--- src/rtl/roi_pkg.sv ---
// roi_pkg: shared mode encodings and window record for the ROI masking pipeline.
//   ROI_CNT_MAX : storage width of window bounds (coordinate widths up to this value are supported)
//   roi_mode_e  : global output-select mode
//   roi_win_t   : one window record {hl, hr, vl, vr, en}, bounds exclusive
package roi_pkg;
  localparam int ROI_CNT_MAX = 16;
  localparam int ROI_MAX_WIN = 8;
  typedef enum logic [1:0] {
    MODE_PASS     = 2'd0,
    MODE_KEEP_IN  = 2'd1,
    MODE_BORDER   = 2'd2,
    MODE_KEEP_OUT = 2'd3
  } roi_mode_e;
  typedef struct packed {
    logic [ROI_CNT_MAX-1:0] hl;
    logic [ROI_CNT_MAX-1:0] hr;
    logic [ROI_CNT_MAX-1:0] vl;
    logic [ROI_CNT_MAX-1:0] vr;
    logic                   en;
  } roi_win_t;
endpackage

--- src/rtl/roi_win_cmp.sv ---
// roi_win_cmp: active register set for one ROI window plus its stage-1 inside/edge compare.
//   clk, rst  : clock, asynchronous active-high reset
//   load_i    : commit strobe, copies shadow_i into the active set
//   shadow_i  : shadow window record from the top
//   hcnt_i    : horizontal coordinate of the current input pixel
//   vcnt_i    : vertical coordinate of the current input pixel
//   inside_o  : registered strict-inside flag
//   edge_o    : registered flag for the innermost ring of the window
module roi_win_cmp
  import roi_pkg::*;
#(
  parameter int CNT_W = 12
) (
  input  logic             clk,
  input  logic             rst,
  input  logic             load_i,
  input  roi_win_t         shadow_i,
  input  logic [CNT_W-1:0] hcnt_i,
  input  logic [CNT_W-1:0] vcnt_i,
  output logic             inside_o,
  output logic             edge_o
);
  localparam logic [ROI_CNT_MAX-1:0] ONE = ROI_CNT_MAX'(1);
  roi_win_t               act_q;
  logic [ROI_CNT_MAX-1:0] h, v;
  logic                   inside_d, edge_d;
  // Bounds are compared at full record width so hl+1 / hr-1 never alias onto a valid
  // coordinate through wrap-around; such cases are already excluded by inside_d.
  always_comb begin
    h        = ROI_CNT_MAX'(hcnt_i);
    v        = ROI_CNT_MAX'(vcnt_i);
    inside_d = act_q.en && (act_q.hl < h) && (h < act_q.hr) && (act_q.vl < v) && (v < act_q.vr);
    edge_d   = inside_d && ((h == act_q.hl + ONE) || (h == act_q.hr - ONE) ||
                            (v == act_q.vl + ONE) || (v == act_q.vr - ONE));
  end
  always_ff @(posedge clk or posedge rst) begin
    if (rst) begin
      act_q    <= '0;
      inside_o <= 1'b0;
      edge_o   <= 1'b0;
    end else begin
      if (load_i) act_q <= shadow_i;
      inside_o <= inside_d;
      edge_o   <= edge_d;
    end
  end
endmodule

--- src/rtl/roi_window_mask.sv ---
// roi_window_mask: two-stage video pipeline that masks, keeps or outlines up to NUM_WIN rectangular ROIs.
//   pixelclk, reset                 : pixel clock, asynchronous active-high reset
//   i_rgb/i_hsync/i_vsync/i_de      : input video (syncs active-high)
//   cfg_wr/cfg_idx                  : shadow write strobe and target window
//   cfg_hl/cfg_hr/cfg_vl/cfg_vr     : exclusive window bounds
//   cfg_en/cfg_mode                 : window enable, global mode (sampled only at commit)
//   o_rgb/o_hsync/o_vsync/o_de      : processed video, 2-cycle latency
//   o_hit                           : per-window inside flags aligned with o_rgb
//   o_frame_start                   : one-cycle pulse on each shadow-to-active commit
module roi_window_mask
  import roi_pkg::*;
#(
  parameter int                DATA_W       = 24,
  parameter int                CNT_W        = 12,
  parameter int                NUM_WIN      = 4,
  parameter logic [DATA_W-1:0] FILL_COLOR   = 24'h00FFFF,
  parameter logic [DATA_W-1:0] BORDER_COLOR = 24'hFF0000
) (
  input  logic               pixelclk,
  input  logic               reset,
  input  logic [DATA_W-1:0]  i_rgb,
  input  logic               i_hsync,
  input  logic               i_vsync,
  input  logic               i_de,
  input  logic               cfg_wr,
  input  logic [2:0]         cfg_idx,
  input  logic [CNT_W-1:0]   cfg_hl,
  input  logic [CNT_W-1:0]   cfg_hr,
  input  logic [CNT_W-1:0]   cfg_vl,
  input  logic [CNT_W-1:0]   cfg_vr,
  input  logic               cfg_en,
  input  logic [1:0]         cfg_mode,
  output logic [DATA_W-1:0]  o_rgb,
  output logic               o_hsync,
  output logic               o_vsync,
  output logic               o_de,
  output logic [NUM_WIN-1:0] o_hit,
  output logic               o_frame_start
);
  localparam logic [CNT_W-1:0] ONE = CNT_W'(1);
  logic [CNT_W-1:0]   hcnt_q, hcnt_d, vcnt_q, vcnt_d;
  logic               de_prev_q, vs_prev_q, commit_q;
  logic               vs_rise, de_fall;
  roi_win_t           win_d;
  roi_win_t           shadow_q [NUM_WIN];
  roi_mode_e          mode_q, mode1_q;
  logic [DATA_W-1:0]  rgb1_q, rgb_d;
  logic               hs1_q, vs1_q, de1_q;
  logic [NUM_WIN-1:0] inside1, edge1;
  logic               in_any, edge_any;
  // hcnt_q/vcnt_q always hold the coordinate of the pixel currently on the inputs.
  always_comb begin
    vs_rise = i_vsync & ~vs_prev_q;
    de_fall = de_prev_q & ~i_de;
    hcnt_d  = i_de ? ((&hcnt_q) ? hcnt_q : hcnt_q + ONE) : '0;
    vcnt_d  = vs_rise ? '0 : (de_fall && !(&vcnt_q)) ? vcnt_q + ONE : vcnt_q;
    win_d   = '{hl: ROI_CNT_MAX'(cfg_hl), hr: ROI_CNT_MAX'(cfg_hr),
                vl: ROI_CNT_MAX'(cfg_vl), vr: ROI_CNT_MAX'(cfg_vr), en: cfg_en};
  end
  // commit_q is the cycle after the vsync rising edge; active loads at its end, so a
  // shadow write landing on the same edge is seen only by the following commit.
  always_ff @(posedge pixelclk or posedge reset) begin
    if (reset) begin
      hcnt_q    <= '0;
      vcnt_q    <= '0;
      de_prev_q <= 1'b0;
      vs_prev_q <= 1'b0;
      commit_q  <= 1'b0;
      mode_q    <= MODE_PASS;
      for (int k = 0; k < NUM_WIN; k++) shadow_q[k] <= '0;
    end else begin
      hcnt_q    <= hcnt_d;
      vcnt_q    <= vcnt_d;
      de_prev_q <= i_de;
      vs_prev_q <= i_vsync;
      commit_q  <= vs_rise;
      if (commit_q) mode_q <= roi_mode_e'(cfg_mode);
      for (int k = 0; k < NUM_WIN; k++)
        if (cfg_wr && (32'(cfg_idx) == k)) shadow_q[k] <= win_d;
    end
  end
  assign o_frame_start = commit_q;
  for (genvar i = 0; i < NUM_WIN; i++) begin : g_win
    roi_win_cmp #(.CNT_W(CNT_W)) u_win (
      .clk      (pixelclk),
      .rst      (reset),
      .load_i   (commit_q),
      .shadow_i (shadow_q[i]),
      .hcnt_i   (hcnt_q),
      .vcnt_i   (vcnt_q),
      .inside_o (inside1[i]),
      .edge_o   (edge1[i])
    );
  end
  // Mode travels with the pixel so a commit cannot change the treatment of pixels in flight.
  always_comb begin
    in_any   = |inside1;
    edge_any = |edge1;
    rgb_d    = !de1_q                     ? '0 :
               (mode1_q == MODE_KEEP_IN)  ? (in_any ? rgb1_q : FILL_COLOR) :
               (mode1_q == MODE_BORDER)   ? (edge_any ? BORDER_COLOR : rgb1_q) :
               (mode1_q == MODE_KEEP_OUT) ? (in_any ? FILL_COLOR : rgb1_q) : rgb1_q;
  end
  always_ff @(posedge pixelclk or posedge reset) begin
    if (reset) begin
      rgb1_q  <= '0;
      hs1_q   <= 1'b0;
      vs1_q   <= 1'b0;
      de1_q   <= 1'b0;
      mode1_q <= MODE_PASS;
      o_rgb   <= '0;
      o_hsync <= 1'b0;
      o_vsync <= 1'b0;
      o_de    <= 1'b0;
      o_hit   <= '0;
    end else begin
      rgb1_q  <= i_rgb;
      hs1_q   <= i_hsync;
      vs1_q   <= i_vsync;
      de1_q   <= i_de;
      mode1_q <= mode_q;
      o_rgb   <= rgb_d;
      o_hsync <= hs1_q;
      o_vsync <= vs1_q;
      o_de    <= de1_q;
      o_hit   <= inside1;
    end
  end
endmodule
--- config.mk ---
export PLATFORM = sky130hd
export DESIGN_NAME = roi_window_mask
export DESIGN_NICKNAME = d
export VERILOG_FILES = /design/src/rtl/roi_pkg.sv /design/src/rtl/roi_win_cmp.sv /design/src/rtl/roi_window_mask.sv
export SDC_FILE = /design/constraint.sdc
export NUM_CORES = 1
export LEC_CHECK = 0
export BUFFER_PORTS_ARGS = -buffer_cell sky130_fd_sc_hd__buf_4
export CORE_MARGIN = 2
export CORE_UTILIZATION = 56
export CTS_CLUSTER_DIAMETER = 200
export DETAILED_ROUTE_END_ITERATION = 16
export PLACE_DENSITY = 0.73
export SLEW_MARGIN = 0
export SYNTH_ARGS = -nofsm -noshare
export SYNTH_HDL_FRONTEND = slang
export SYNTH_SLANG_ARGS = --single-unit
--- constraint.sdc ---
create_clock -name pixelclk -period 17 [get_ports pixelclk]
set_clock_uncertainty 0.2 [all_clocks]
set_input_delay 1.7 -clock pixelclk [delete_from_list [all_inputs] [get_ports pixelclk]]
set_output_delay 1.7 -clock pixelclk [all_outputs]
set_load 0.1 [all_outputs]
==> results of run 1 <==
-- registers in the layout, indices dropped and copies added, names as in the netlist --
register and count:
shadow_q 196, o_de 1, g_win.u_win.act_q 196, mode_q 2, o_hsync 1, o_rgb 24, hs1_q 1, vcnt_q 12
mode1_q 2, de1_q 1, o_frame_start 1, rgb1_q 24, g_win.u_win.inside_o 4, g_win.u_win.edge_o 4, o_vsync 1, hcnt_q 12
vs1_q 1, o_hit 4
-- per-layer routing --
metal	GRT usage (%)	up-vias	share of wire, %
met2	46.4	705	46
li1	-	9571	-
met1	40.1	10467	45
met3	4.22	146	6.7
met4	9.87	0	3.0
met5	0	-	0
-- cells by family (layout without fill, tap and decap cells) --
logic type	Yosys count	after routing	synth area share, %
AOI/OAI and AO/OA	491	491	11.1
xor gates and xnor gates	243	243	7.74
adders and majority gates	210	210	9.52
buffers and inverters	250	376	3.52
DFF	487	487	44.2
muxes	293	293	11.9
and+or+nand+nor	661	661	12.1
-- path summary, 6_finish.rpt --
check                      slack (ns)  cells after the start                    end
max in group asynchronous       13.32                      4              o_rgb[16]
setup reg to reg                13.43                     10  g_win[2].u_win.edge_o
hold / removal                   0.16                      0                o_hsync
hold reg to reg                  0.16                      0                o_hsync
setup / recovery                12.83                      1          o_frame_start
min in group asynchronous        1.03                      2          shadow_q[232]
-- power by group through the flow --
stage	clock, W	combinational, W	sequential (W)
2_1_floorplan	0	0.000810	0.00165
3_3_place_gp	0	0.00104	0.00168
3_5_place_dp	0	0.00109	0.00170
4_1_cts	0.00114	0.00111	0.00168
5_1_grt	0.00119	0.00124	0.00172
6_report	0.00113	0.00111	0.00169
-- cell usage in the layout, fill, tap and decap left out, drive strengths merged, types with 35 or more instances in the layout --
master	instances
nand4	40
mux2	285
o21ai	197
nand3	88
dfrtp	487
nor3	62
inv	145
nor2	121
a21oi	84
ha	210
clkbuf	72
nor4	35
xnor2	161
nand2	200
o21a	38
xor2	82
buf	142
-- stage by stage --
stage / cells / power, W
6_report: 3425 / 0.00392
5_1_grt: 3425 / 0.00415
4_1_cts: 3425 / 0.00393
3_5_place_dp: 3333 / 0.00279
3_3_place_gp: 3333 / 0.00273
2_1_floorplan: 2635 / 0.00246
-- layout make-up --
cell class	count	area [sq um]	area share (%)
Tap cell	664	831	2.70
Sequential cell	487	12200	39.6
Inverter	142	541	1.75
Multi-Input combinational cell	1898	14500	47.0
Clock inverter	20	189	0.613
Timing Repair Buffer	142	1090	3.54
Clock buffer	72	1500	4.86
==> reports/metrics.csv, run 1 <==
metric;value;unit
status;complete, no violations;
dp_slack;12.63;ns
post_dp_cell_area;29100;sq um
ant_nets;0;
die_area;51100;sq um
cts_tree;built;
hold_viol_final;0;
grt_pass1_wl;115000;microns
rows;81;
pwr_density_cell;127;nW/um^2
synth_top_area_share;44.2;%
ctsRootBufferMaster;clkbuf_16;
grt_pass1_vias;21073;
synthArstFlopShare;100;%
slowest_delay;1.12;ns
vias;20889;
numClockSinks;487;
grt.total_usage;28.9;%
initial_core_util;56.6;%
drive_gt1_share;17.6;%
critPathArrivalTime;2.27;ns
period_share;24.5;%
rr_startpoint;vcnt_q[1];
synth_edf_count;0;
wirelength;72000;microns
worst-setup-path-type;flip-flop to output pin;
synth_warnings;0;
cap_viol_max_count;0;
clk_transition_reported_paths;0.06;ns
internal_power;0.00255;W
relSlewSlack;25.9;%
cts.path.max_buffers;3;
grt-ovfl-total;0;
synth_flop_cell;dfrtp_1;
ios;116;
ys_top_cells_by_area;dfrtp_1 (44%), mux2_2 (9.7%), ha_1 (9.5%);
die_x;226;microns
grt_start_max_net_pins;200;
crit_fanout;111;
power_leakage;13.5;nW
period_needed;4.17;ns
core-area;48700;sq um
clock_power_share;28.7;%
yosys-top-cells-count;dfrtp_1 (487), mux2_2 (238), ha_1 (210);
synth_area;27600;sq um
postCtsSetupRepairBufs;0;
critPathLaunchType;flip-flop;
io_buffers;115;
avgSynthCellArea;10.5;sq um
setup_viol;0;
viasPerCell;6.10;
setup_tns;0;ns
end_kind;output pin;
routabilityCongestion;0.900;
synth_nets;2929;
pwr-share-seq;43.0;%
final_area;30800;sq um
drtIter0Drc;1809;
grt_antenna_before_repair;1;
post_synth_num_cell_types;78;
hold_slack;0.160;ns
n_antenna_cell;0;
required;15.10;ns
drtPass1Iterations;5;
tightestPinTransition;1.11;ns
numCtsBuffers;52;
yosysSeqAreaShare;44.2;%
num-fill-cells;3848;
setup_slack;12.83;ns
rsz0062_at_grt;false;
htreeDepth;2;
syn_inst;2635;
postCtsHoldBufs;0;
wl_per_cell;21.0;microns
min-delay-start;hs1_q;
netSwitchingFraction;34.9;%
p_sw;0.00137;W
startpoint;o_frame_start;
slew_viol_final;0;
area_delta_synth_final;11.7;%
ir_drop;70.0;uV
crit_family;flip-flops;
hold_class;flip-flop to flip-flop;
fin_util;63.2;%
clk_latency;0.61;ns
post-synth-top-count-cell;dfrtp_1;
cts_resized;0;
path_buf_inv;1;
hpwl;49900;microns
critical_path.cell_chain;buf_4;
fin_nets;3017;
fp.dieH;226;microns
synth.largest_area_cell;dfrtp_1;
fmaxAchievable;240;MHz
p_comb_share;28.3;%
cp_slowest_cell;dfrtp_4;
synth-seq-cells;487;
drc;0;
Note: power is estimated with default switching activity, not from simulation.
==> inputs of run 2 (changes only) <==
--- a/config.mk
+++ b/config.mk
@@ -10,7 +10,7 @@
 export CORE_UTILIZATION = 56
 export CTS_CLUSTER_DIAMETER = 200
 export DETAILED_ROUTE_END_ITERATION = 16
-export PLACE_DENSITY = 0.73
+export PLACE_DENSITY = 0.76
 export SLEW_MARGIN = 0
 export SYNTH_ARGS = -nofsm -noshare
 export SYNTH_HDL_FRONTEND = slang
==> constraint.sdc (replaced) <==
create_clock -name pixelclk -period 3.73 [get_ports pixelclk]
set_clock_uncertainty 0.2 [all_clocks]
set_input_delay 0.373 -clock pixelclk [delete_from_list [all_inputs] [get_ports pixelclk]]
set_output_delay 0.373 -clock pixelclk [all_outputs]
set_load 0.1 [all_outputs]
==> run 2 against run 1 <==
  * Cell area grew 3.4%
  * Combinational power grew to 4.7 times the previous value
  * Total power grew to 4.6 times the previous value
  * Global-route usage grew 1.4 points
  * Die area is the same
  * Critical endpoint is now g_win[1].u_win.edge_o
==> reports/metrics.csv, run 2 (synthesis gave the netlist of run 1 again) <==
metric;value;unit
relSlewSlack;15.4;%
routabilityCongestion;0.950;
period_share;84.8;%
fp.dieH;226;microns
mostFrequentLayoutCell;dfrtp_1;
post_dp_cell_area;29400;sq um
dp_cells;3357;
tightestPinTransition;1.27;ns
cts.path.max_buffers;3;
ir_drop;347;uV
fin_nets;3119;
fmaxAchievable;316;MHz
largestRegisters;g_win.u_win.act_q x196, shadow_q x196;
slew_viol_final;0;
hpwl;53800;microns
period_needed;3.16;ns
drtIter0Drc;1742;
grt-ovfl-total;0;
status;complete, no violations;
area_delta_synth_final;15.4;%
layout_common_cells;dfrtp_1 (486), mux2_2 (238), ha_1 (210);
finalPower;0.0181;W
crit_fanout;14;
worst-setup-path-type;flip-flop to flip-flop;
wl_per_cell;21.5;microns
required;4.05;ns
clk_latency;0.60;ns
num-fill-cells;3720;
drc;0;
cts_tree;built;
hold_class;flip-flop to flip-flop;
rows;81;
numClockSinks;487;
io_buffers;115;
pwr_density_cell;569;nW/um^2
grt_pass1_wl;121000;microns
ant_nets;0;
critPathArrivalTime;3.49;ns
setup_tns;0;ns
fin_util;65.3;%
grt_pass1_vias;22010;
layoutNonFillerInstCount;3526;
core-area;48700;sq um
cap_viol_max_count;0;
critPathLaunchType;flip-flop;
viasPerCell;6.05;
clk_transition_reported_paths;0.06;ns
grt.total_usage;30.2;%
final_area;31800;sq um
drive_gt1_share;17.6;%
rsz0062_at_grt;false;
initial_core_util;56.6;%
grt_antenna_before_repair;1;
drtPass1Iterations;6;
die_x;226;microns
ios;116;
hold_viol_final;0;
vias;21335;
ctsRootBufferMaster;clkbuf_16;
power_leakage;14.0;nW
wirelength;75700;microns
end_kind;flip-flop;
numCtsBuffers;51;
die_area;51100;sq um
htreeDepth;2;
grt_start_max_net_pins;110;
setup_viol;0;
==> run 2: critical path, cell delays in order (launching register included) <==
cell and delay [ns]:
dfrtp_1 0.79, xnor2_1 0.18, xnor2_1 0.22, o21ai_0 0.12, nor4_1 0.51, nand4_1 0.16
nor3_1 0.40, buf_4 0.22, a41oi_1 0.08, a31oi_1 0.20
==> run 2: layout make-up <==
class                   instances  area, sq um  area share [%]
diodes                          1         2.50         0.00786
multi-input cells            1898        14500            45.4
repair buffers                245         2150            6.75
clock inverters                22          256           0.806
inverters                     142          537            1.69
well taps                     664          831            2.61
clock buffers                  67         1410            4.42
flip-flops and latches        487        12200            38.3
==> run 2: timing repair <==
| item | in CTS | in global routing |
|---|---|---|
| hold buffers | 79 | 0 |
| endpoints found under the hold margin | 236 | 0 |
| setup buffers | 0 | 0 |
| setup endpoints to repair | 0 | 0 |
| gates resized for setup | 0 | 0 |
==> run 2: metal layers <==
metal / global-route usage [%] / part of all wire, %
met5: 0 / 0
met4: 10.3 / 3.2
met3: 4.66 / 6.2
met2: 49.7 / 47
met1: 41.0 / 44
==> run 2: metrics by stage <==
step | setup WS, ns | hold WS [ns]
2_1_floorplan | -3.45 | 0.131
3_3_place_gp | 0.708 | 0.137
3_5_place_dp | 0.713 | 0.145
4_1_cts | 0.669 | 0.153
5_1_grt | 0.472 | 0.184
6_report | 0.566 | 0.163
==> run 2: power by group <==
part	leakage, nW	switching [W]	internal (W)
registers	5.99	0.00133	0.00637
logic	7.14	0.00283	0.00241
clock network	0.823	0.00218	0.00300
total	14.0	0.00634	0.0118
==> run 2: final timing paths <==
path	startpoint	endpoint	slack, ns	depth (start not counted)
worst max-delay path	hcnt_q[3]	g_win[1].u_win.edge_o	0.57	9
worst min-delay path	hs1_q	o_hsync	0.16	0
worst max register to register	hcnt_q[3]	g_win[1].u_win.edge_o	0.57	9
worst min register to register	hs1_q	o_hsync	0.16	0
max in group asynchronous	reset	shadow_q[119]	2.22	5
min in group asynchronous	reset	g_win[3].u_win.act_q[39]	0.17	3
==> inputs of run 3 (changes only) <==
==> constraint.sdc (replaced) <==
create_clock -name pixelclk -period 2.6 [get_ports pixelclk]
set_clock_uncertainty 0.2 [all_clocks]
set_input_delay 0.26 -clock pixelclk [delete_from_list [all_inputs] [get_ports pixelclk]]
set_output_delay 0.26 -clock pixelclk [all_outputs]
set_load 0.1 [all_outputs]
==> run 3 against run 2 <==
  * Clock-buffer cell count increased by 10
  * Wire length increased by 4.3%
  * Via count increased by 3.1%
  * Critical path type unchanged
==> reports/metrics.csv, run 3 (synthesis gave the netlist of run 1 again) <==
metric;value;unit
drc;0;
cts.path.max_buffers;3;
numClockSinks;487;
cts_tree;built;
hold_viol_final;0;
period_needed;2.57;ns
grt_antenna_before_repair;1;
wl_per_cell;21.5;microns
largestRegisters;g_win.u_win.act_q x196, shadow_q x196;
drtIter0Drc;1850;
routabilityCongestion;0.974;
min-delay-start;cfg_idx[1];
crit_fanout;5;
r2r_cells;8;
htreeDepth;2;
clk_latency;0.62;ns
relSlewSlack;56.7;%
status;complete, no violations;
rows;81;
drtPass1Iterations;6;
grt.total_usage;31.0;%
hpwl;56800;microns
io_buffers;115;
viasPerCell;5.98;
slew_viol_final;0;
grt-ovfl-total;0;
power_leakage;14.8;nW
clock_power_share;29.2;%
ir_drop;545;uV
fp.dieH;226;microns
grt_start_max_net_pins;111;
pwr_density_cell;819;nW/um^2
rr_startpoint;g_win[0].u_win.act_q[35];
die_area;51100;sq um
p_sw;0.00957;W
initial_core_util;56.6;%
clk_transition_reported_paths;0.07;ns
setup_viol;0;
end_kind;flip-flop;
r2r-end;g_win[0].u_win.edge_o;
netSwitchingFraction;34.6;%
pwr-share-seq;39.3;%
holdPathEnd;shadow_q[172];
n_antenna_cell;0;
numCtsBuffers;52;
critPathLaunchType;flip-flop;
ctsRootBufferMaster;clkbuf_16;
p_comb_share;31.5;%
required;2.92;ns
ios;116;
drive_gt1_share;25.3;%
ant_nets;0;
fmaxAchievable;389;MHz
tightestPinTransition;0.649;ns
die_x;226;microns
area_delta_synth_final;22.4;%
mostFrequentLayoutCell;dfrtp_1;
period_share;98.8;%
critPathArrivalTime;2.89;ns
vias;21989;
worst-setup-path-type;flip-flop to flip-flop;
rsz0062_at_grt;true;
internal_power;0.0181;W
grt_pass1_wl;123000;microns
hold_class;input port to flip-flop;
fin_nets;3265;
layout_common_cells;dfrtp_1 (466), buf_4 (287), mux2_2 (238);
grt_pass1_vias;22322;
cap_viol_max_count;0;
core-area;48700;sq um
wirelength;79000;microns
reg2reg_slack;0.03;ns
finalPower;0.0276;W
hold_depth;4;
setup_tns;0;ns
-- run 3: cell count changes in the layout (fill, tap and decap cells not counted), sizes merged --
cell | previous run | this run
buf | 166 | 311
clkbuf | 67 | 77
clkinv | 14 | 8
clkinvlp | 2 | 6
bufinv | 5 | 7
diode | 1 | 0
inv | 143 | 142
-- run 3: per-layer routing --
layer / up-vias / GRT usage [%] / routed length (microns)
li1: 10086 / - / -
met1: 11040 / 42.7 / 34700
met2: 698 / 50.6 / 37200
met3: 165 / 4.16 / 4730
met4: 0 / 10.5 / 2310
met5: - / 0 / 0
-- run 3: worst max path at each step --
stage,start,cells after the start,endpoint,slack (ns)
finish,g_win[0].u_win.act_q[35],8,g_win[0].u_win.edge_o,0.03
global placement,hcnt_q[1],11,g_win[0].u_win.edge_o,-0.05
global route,g_win[0].u_win.act_q[35],9,g_win[0].u_win.edge_o,-0.05
floorplan,reset,1,de1_q,-4.46
detailed placement,hcnt_q[1],11,g_win[2].u_win.edge_o,-0.22
CTS,vcnt_q[1],10,g_win[2].u_win.edge_o,-0.0002
-- run 3: worst max-delay path, cell delays in order (launching register included) --
cell	delay [ns]
dfrtp_2	0.46
nor4_4	0.32
buf_4	0.18
nand4_4	0.10
buf_4	0.16
nor4_1	0.19
mux2i_1	0.18
o32a_1	0.41
a311oi_1	0.26
-- run 3: cell type report --
type | instances | area [sq um]
inverters | 142 | 538
repair buffers | 390 | 3410
flip-flops and latches | 487 | 12200
well taps | 664 | 831
multi-input cells | 1898 | 14900
clock inverters | 21 | 318
fillers | 3566 | 15000
clock buffers | 77 | 1550
-- run 3: power groups by stage --
| stage | logic [W] | registers, W | clock network [W] |
|---|---|---|---|
| final | 0.00872 | 0.0109 | 0.00807 |
| after global routing | 0.00962 | 0.0110 | 0.00845 |
| after CTS | 0.00832 | 0.0108 | 0.00818 |
| after detailed placement | 0.00811 | 0.0109 | 0 |
| after global placement | 0.00783 | 0.0108 | 0 |
| after floorplan | 0.00530 | 0.0108 | 0 |
-- run 3: timing repair --
item | 4_1_cts | 5_1_grt
gates resized for setup | 21 | 112
hold endpoints to repair | 541 | 0
pin swaps | 6 | 46
setup endpoints to repair | 6 | 9
hold buffers | 79 | 0
buffers inserted | 0 | 16
-- run 3: stage by stage --
step / std cells / utilization [%] / cell area (sq um) / hold WS [ns] / worst slack (ns)
detailed placement: 3488 / 62.6 / 30500 / 0.141 / -0.217
finish: 3679 / 69.2 / 33800 / 0.0638 / 0.0318
global route: 3679 / 69.2 / 33800 / 0.0813 / -0.0524
global placement: 3488 / 62.6 / 30500 / 0.136 / -0.0528
floorplan: 2635 / - / 27600 / 0.0914 / -4.46
CTS: 3665 / 68.2 / 33200 / 0.0419 / -0.000241
